File: config.mk
export PLATFORM = sky130hd
export DESIGN_NAME = mem_arbiter
export DESIGN_NICKNAME = d
export VERILOG_FILES = /design/src/rtl/mem_arbiter.sv
export SDC_FILE = /design/constraint.sdc
export NUM_CORES = 1
export LEC_CHECK = 0
export CAP_MARGIN = 10
export CORE_ASPECT_RATIO = 0.8
export CORE_MARGIN = 2
export CORE_UTILIZATION = 35
export CTS_BUF_LIST = sky130_fd_sc_hd__clkbuf_16
export CTS_CLUSTER_DIAMETER = 60
export DETAILED_ROUTE_END_ITERATION = 7
export MAX_ROUTING_LAYER = met4
export PLACE_DENSITY = 0.82
export SLEW_MARGIN = 10
export SYNTH_ARGS = -nofsm -noshare
export SYNTH_HDL_FRONTEND = slang
export SYNTH_SLANG_ARGS = --single-unit
File: constraint.sdc
create_clock -name clk -period 5.85 [get_ports clk]
set_input_delay 1.4625 -clock clk [delete_from_list [all_inputs] [get_ports clk]]
set_output_delay 1.4625 -clock clk [all_outputs]
set_load 0.05 [all_outputs]
File: src/rtl/mem_arbiter.sv
// mem_arbiter: shares one memory command port between an instruction-fetch
// requester (if_*) and a data requester (dm_*). Exactly one transaction is
// outstanding on the memory port at any time.
//
// Ports
//   clk, reset                 clock (rising edge) / async active-high reset
//   if_req, if_addr, if_kill   fetch request, word address, pipeline flush
//   if_done, if_rdata, if_err  fetch response pulse, data, bus error
//   dm_req, dm_we, dm_addr,
//   dm_wdata, dm_be            data request (1=store), address, data, enables
//   dm_done, dm_rdata, dm_err  data response pulse, load data, bus error
//   mem_req, mem_we, mem_addr,
//   mem_wdata, mem_be          registered memory command
//   mem_ack, mem_rdata         memory completion pulse and read data
//   dbg_state                  current FSM state (IDLE/IF_BUSY/DM_BUSY/IF_DROP)
//
// Handshake: a requester raises *_req with stable address/data and holds it
// until the matching *_done pulse. A request still high in the done cycle is
// taken as the next request, so the requester drops *_req in that cycle if it
// has nothing more to issue. On the memory side mem_req and the command stay
// stable until the cycle mem_ack is seen; mem_req is low the following cycle.
module mem_arbiter #(
  parameter int unsigned XLEN    = 32,
  parameter int unsigned TIMEOUT = 255
) (
  input  logic            clk,
  input  logic            reset,
  input  logic            if_req,
  input  logic [XLEN-1:0] if_addr,
  input  logic            if_kill,
  output logic            if_done,
  output logic [XLEN-1:0] if_rdata,
  output logic            if_err,
  input  logic            dm_req,
  input  logic            dm_we,
  input  logic [XLEN-1:0] dm_addr,
  input  logic [XLEN-1:0] dm_wdata,
  input  logic [3:0]      dm_be,
  output logic            dm_done,
  output logic [XLEN-1:0] dm_rdata,
  output logic            dm_err,
  output logic            mem_req,
  output logic            mem_we,
  output logic [XLEN-1:0] mem_addr,
  output logic [XLEN-1:0] mem_wdata,
  output logic [3:0]      mem_be,
  input  logic            mem_ack,
  input  logic [XLEN-1:0] mem_rdata,
  output logic [1:0]      dbg_state
);

  localparam logic [1:0] ST_IDLE    = 2'd0;
  localparam logic [1:0] ST_IF_BUSY = 2'd1;
  localparam logic [1:0] ST_DM_BUSY = 2'd2;
  localparam logic [1:0] ST_IF_DROP = 2'd3;

  // Last wait count before a timeout fires: TIMEOUT busy cycles without ack.
  localparam logic [7:0] WAIT_LAST = 8'(TIMEOUT - 1);

  logic [1:0]      state_q, state_d;
  logic [7:0]      wait_q, wait_d;
  logic [1:0]      dm_run_q, dm_run_d;
  logic            mem_req_q, mem_req_d;
  logic            mem_we_q, mem_we_d;
  logic [XLEN-1:0] mem_addr_q, mem_addr_d;
  logic [XLEN-1:0] mem_wdata_q, mem_wdata_d;
  logic [3:0]      mem_be_q, mem_be_d;
  logic            if_done_q, if_done_d;
  logic [XLEN-1:0] if_rdata_q, if_rdata_d;
  logic            if_err_q, if_err_d;
  logic            dm_done_q, dm_done_d;
  logic [XLEN-1:0] dm_rdata_q, dm_rdata_d;
  logic            dm_err_q, dm_err_d;

  logic grant_if, grant_dm, timeout_hit;

  // Data normally wins; after two data grants in a row while fetch was
  // waiting, fetch takes the next slot. A killed fetch is not eligible.
  assign grant_if = (state_q == ST_IDLE) && if_req && !if_kill &&
                    (!dm_req || (dm_run_q == 2'd2));
  assign grant_dm = (state_q == ST_IDLE) && dm_req && !grant_if;

  assign timeout_hit = (state_q != ST_IDLE) && !mem_ack && (wait_q == WAIT_LAST);

  always_comb begin
    state_d     = state_q;
    wait_d      = wait_q;
    dm_run_d    = dm_run_q;
    mem_req_d   = mem_req_q;
    mem_we_d    = mem_we_q;
    mem_addr_d  = mem_addr_q;
    mem_wdata_d = mem_wdata_q;
    mem_be_d    = mem_be_q;
    // Response outputs are single-cycle and read as zero outside done.
    if_done_d   = 1'b0;
    if_rdata_d  = '0;
    if_err_d    = 1'b0;
    dm_done_d   = 1'b0;
    dm_rdata_d  = '0;
    dm_err_d    = 1'b0;

    if (!if_req) dm_run_d = 2'd0;

    case (state_q)
      ST_IDLE: begin
        if (grant_if) begin
          state_d     = ST_IF_BUSY;
          wait_d      = 8'd0;
          dm_run_d    = 2'd0;
          mem_req_d   = 1'b1;
          mem_we_d    = 1'b0;
          mem_addr_d  = if_addr;
          mem_wdata_d = '0;
          mem_be_d    = 4'hF;
        end else if (grant_dm) begin
          state_d     = ST_DM_BUSY;
          wait_d      = 8'd0;
          if (if_req) dm_run_d = (dm_run_q == 2'd2) ? 2'd2 : dm_run_q + 2'd1;
          mem_req_d   = 1'b1;
          mem_we_d    = dm_we;
          mem_addr_d  = dm_addr;
          mem_wdata_d = dm_wdata;
          mem_be_d    = dm_be;
        end
      end
      ST_IF_BUSY: begin
        if (mem_ack || timeout_hit) begin
          state_d   = ST_IDLE;
          mem_req_d = 1'b0;
          // A flush in the completion cycle discards the response.
          if (!if_kill) begin
            if_done_d  = 1'b1;
            if_rdata_d = mem_ack ? mem_rdata : '0;
            if_err_d   = !mem_ack;
          end
        end else begin
          wait_d = wait_q + 8'd1;
          if (if_kill) state_d = ST_IF_DROP;
        end
      end
      ST_DM_BUSY: begin
        if (mem_ack || timeout_hit) begin
          state_d    = ST_IDLE;
          mem_req_d  = 1'b0;
          dm_done_d  = 1'b1;
          dm_rdata_d = (mem_ack && !mem_we_q) ? mem_rdata : '0;
          dm_err_d   = !mem_ack;
        end else begin
          wait_d = wait_q + 8'd1;
        end
      end
      ST_IF_DROP: begin
        // Let the killed fetch finish on the bus, then return silently.
        if (mem_ack || timeout_hit) begin
          state_d   = ST_IDLE;
          mem_req_d = 1'b0;
        end else begin
          wait_d = wait_q + 8'd1;
        end
      end
      default: state_d = ST_IDLE;
    endcase
  end

  always_ff @(posedge clk or posedge reset) begin
    if (reset) begin
      state_q     <= ST_IDLE;
      wait_q      <= 8'd0;
      dm_run_q    <= 2'd0;
      mem_req_q   <= 1'b0;
      mem_we_q    <= 1'b0;
      mem_addr_q  <= '0;
      mem_wdata_q <= '0;
      mem_be_q    <= 4'h0;
      if_done_q   <= 1'b0;
      if_rdata_q  <= '0;
      if_err_q    <= 1'b0;
      dm_done_q   <= 1'b0;
      dm_rdata_q  <= '0;
      dm_err_q    <= 1'b0;
    end else begin
      state_q     <= state_d;
      wait_q      <= wait_d;
      dm_run_q    <= dm_run_d;
      mem_req_q   <= mem_req_d;
      mem_we_q    <= mem_we_d;
      mem_addr_q  <= mem_addr_d;
      mem_wdata_q <= mem_wdata_d;
      mem_be_q    <= mem_be_d;
      if_done_q   <= if_done_d;
      if_rdata_q  <= if_rdata_d;
      if_err_q    <= if_err_d;
      dm_done_q   <= dm_done_d;
      dm_rdata_q  <= dm_rdata_d;
      dm_err_q    <= dm_err_d;
    end
  end

  assign if_done   = if_done_q;
  assign if_rdata  = if_rdata_q;
  assign if_err    = if_err_q;
  assign dm_done   = dm_done_q;
  assign dm_rdata  = dm_rdata_q;
  assign dm_err    = dm_err_q;
  assign mem_req   = mem_req_q;
  assign mem_we    = mem_we_q;
  assign mem_addr  = mem_addr_q;
  assign mem_wdata = mem_wdata_q;
  assign mem_be    = mem_be_q;
  assign dbg_state = state_q;

endmodule

==> flow_summary.toml <==
[power_and_ir_drop]
totalPowerFinal_mw = 4.181
p_leak_nw = 4.123
p_clk_share_pct = 29.7
power_frac_seq_pct = 32.7
power.switching_mw = 1.572
power.internal_mw = 2.609
powerDensity_nw_per_um2 = 457.9
combPwrFrac_pct = 37.6
ir_drop_mv = 0.2365
switching_share_pct = 37.60

[critical_path]
endpoint_kind = "output pin"
crit_required_ps = 4390
critical_path.cell_chain = "clkdlybuf4s50_1"
start_kind = "register"
path_delay_family = "buffers and inverters"
slowest_delay_ps = 860
critPathKind = "reg -> out"
worstPathArrival_ps = 1750
worst-path-buf-inv = 1
slowest_stage = "clkdlybuf4s50_1"
cp_max_fo = 9

[synthesis]
ys_seq_area_share_pct = 68.37
syn-instance-count = 408
ys_ff_latch = 150
ys_types = 34
synth_top_cell_by_area = "dfrtp_1"
ys_top_cells_by_area = "dfrtp_1 (68%), and2_1 (7.3%), a222oi_1 (5.8%), a22o_1 (5.3%), inv_1 (2.5%)"
synth_top_area_share_pct = 68.37
syn_avg_cell_area_um2 = 13.46
synthesis.nets = 551
ys.flop_type = "dfrtp_1"
synthArstFlopShare_pct = 100.0
syn_area_um2 = 5490
synth_edf_count = 0
yosys_warnings = 0

[die]
die_y_um = 116.0
die-area_um2 = 16710
die_w_um = 144.0
coreArea_um2 = 15160
ios = 279
row_count = 40
start_util_pct = 36.20

[clock_network]
clockBufferDepth = 2
cts.repair.resized = 0
cts_setup_buffers = 0
clkSlewWorstSetupHoldPaths_ps = 60
cts-root-buf = "clkbuf_16"
hold_buffers = 0
htreeDepth = 4
numCtsBuffers = 17
cts_sinks = 150
clock_latency_ps = 410
tritoncts = "built"

[grt]
grt_max_degree = 112
antenna_found_initial = 1
grt_pass1_wl_mm = 24.45
grt.total_usage_pct = 19.98
grt_remaining_overflow = 0
grt_pass1_vias = 4599

[timing]
slew-limit-headroom_pct = 33.21
hold_slack_ps = 494.9
tightestPinTransition_ps = 1002
hold_viol = 0
rsz0062_at_grt = "no"
finalMaxSlewViolations = 0
finalSetupViolations = 0
finalCriticalPeriod_ps = 3211
skew_ps = 7.850
fmax_mhz = 311.4
setup-tns-final_ps = 0
post-route-period-util_pct = 54.89

[min_path]
min_path_type = "reg -> reg"

[route]
route.vias.total = 4425
drc = 0
drt_iter0_markers = 397
wl_mm = 16.53
drtPass1Iterations = 5
ant_nets = 0
wl_per_cell_um = 18.23
routed_via_density = 4.879

[placement]
gp_congestion = 0.8145
io_buffer_count = 278
dpl.hpwl_mm = 11.67

[final_layout]
final_nets = 827
area_delta_synth_final_pct = 66.32
utilization_pct = 60.21
final_layout_size_suffix_gt1_share_pct = 6.178

[job]
max-cap-violations = 0

[status]
outcome = "finished clean"
==> layer usage <==
| layer | track usage (%) | routed length [µm] | vias to the layer above |
|---|---|---|---|
| met5 | - | 0 | - |
| met4 | 6.340 | 261 | 0 |
| met3 | 8.182 | 1725 | 17 |
| met2 | 32.73 | 8109 | 215 |
| met1 | 22.46 | 6438 | 2192 |
| li1 | - | - | 2001 |
==> cell families (layout without fill, tap and decap cells) <==
logic type / count (synthesis) / in the layout / share of synthesized area, %
compound gates: 88 / 88 / 14.22
fa+ha+maj: 4 / 4 / 0.9116
buf+inv: 63 / 351 / 5.127
flops: 150 / 150 / 68.37
mux: 2 / 2 / 0.3646
other cells: 0 / 1 / 0
simple gates: 101 / 101 / 11.01
==> power by group through the flow <==
stage	registers, mW	logic [mW]	clock network [mW]
floorplan	2.05	0.304	0
global placement	1.37	1.55	0
detailed placement	1.38	1.57	0
CTS	1.37	1.58	1.26
global route	1.39	1.64	1.31
finish	1.37	1.57	1.24
==> final timing paths <==
check	start	endpoint	slack (ps)	cells past startpoint
max	dbg_state[0]$_DFFE_PP0P_	dbg_state[0]	2640	1
min	mem_addr[30]$_DFFE_PP0P_	mem_addr[30]$_DFFE_PP0P_	490	2
max reg2reg	dbg_state[0]$_DFFE_PP0P_	mem_addr[1]$_DFFE_PP0P_	3790	5
min reg2reg	mem_addr[30]$_DFFE_PP0P_	mem_addr[30]$_DFFE_PP0P_	490	2
max in group asynchronous	reset	if_rdata[13]$_DFF_PP0_	3100	3
min in group asynchronous	reset	dm_rdata[8]$_DFF_PP0_	1630	2
==> cell usage in the layout, fill, tap and decap left out, types with 3 or more instances in the layout <==
cell / instances
clkdlybuf4s50_1: 278
dfrtp_1: 150
and2_1: 64
inv_1: 36
a22o_1: 33
a222oi_1: 32
clkbuf_16: 17
nor2_1: 7
nand3_1: 7
bufinv_16: 6
nand2_1: 5
inv_6: 5
o22a_1: 5
nor4_1: 4
o21ai_0: 4
ha_1: 4
buf_4: 4
nor2b_1: 3
o211ai_1: 3
o31ai_1: 3
==> sequential cells by signal, indices dropped and copies added, names as in the netlist <==
| signal | flops |
|---|---|
| if_done | 1 |
| dm_err | 1 |
| dm_rdata | 32 |
| mem_we | 1 |
| mem_wdata | 32 |
| dm_done | 1 |
| mem_be | 4 |
| if_err | 1 |
| dm_run_q | 2 |
| mem_req | 1 |
| wait_q | 8 |
| dbg_state | 2 |
| if_rdata | 32 |
| mem_addr | 32 |
==> cell type report <==
class	count	area, µm²
clock inverters	14	245.2
fillers	1175	6033
well taps	210	262.8
multi-input cells	195	1465
clock buffers	17	425.4
repair buffers	283	2833
inverters	37	143.9
flip-flops and latches	150	3754
diodes	1	2.502
==> stage by stage <==
stage / instance area (µm²) / instances / setup WS (ps)
6_report: 9131 / 907 / 2639
3_5_place_dp: 8437 / 874 / 2190
2_1_floorplan: 5490 / 408 / 351.1
4_1_cts: 9107 / 905 / 2610
3_3_place_gp: 8437 / 874 / 2290
5_1_grt: 9131 / 907 / 2540
==> synth_stat cells (3+ instances only) <==
cell	number
a222oi_1	32
a22o_1	33
and2_1	64
and3_1	3
buf_2	9
buf_4	3
buf_6	3
clkbuf_1	11
dfrtp_1	150
ha_1	4
inv_1	37
nand2_1	5
nand3_1	7
nor2_1	7
nor2b_1	3
nor4_1	4
o211ai_1	3
o21ai_0	4
o22a_1	5
o31ai_1	3
(Power assumes the default switching activity.)
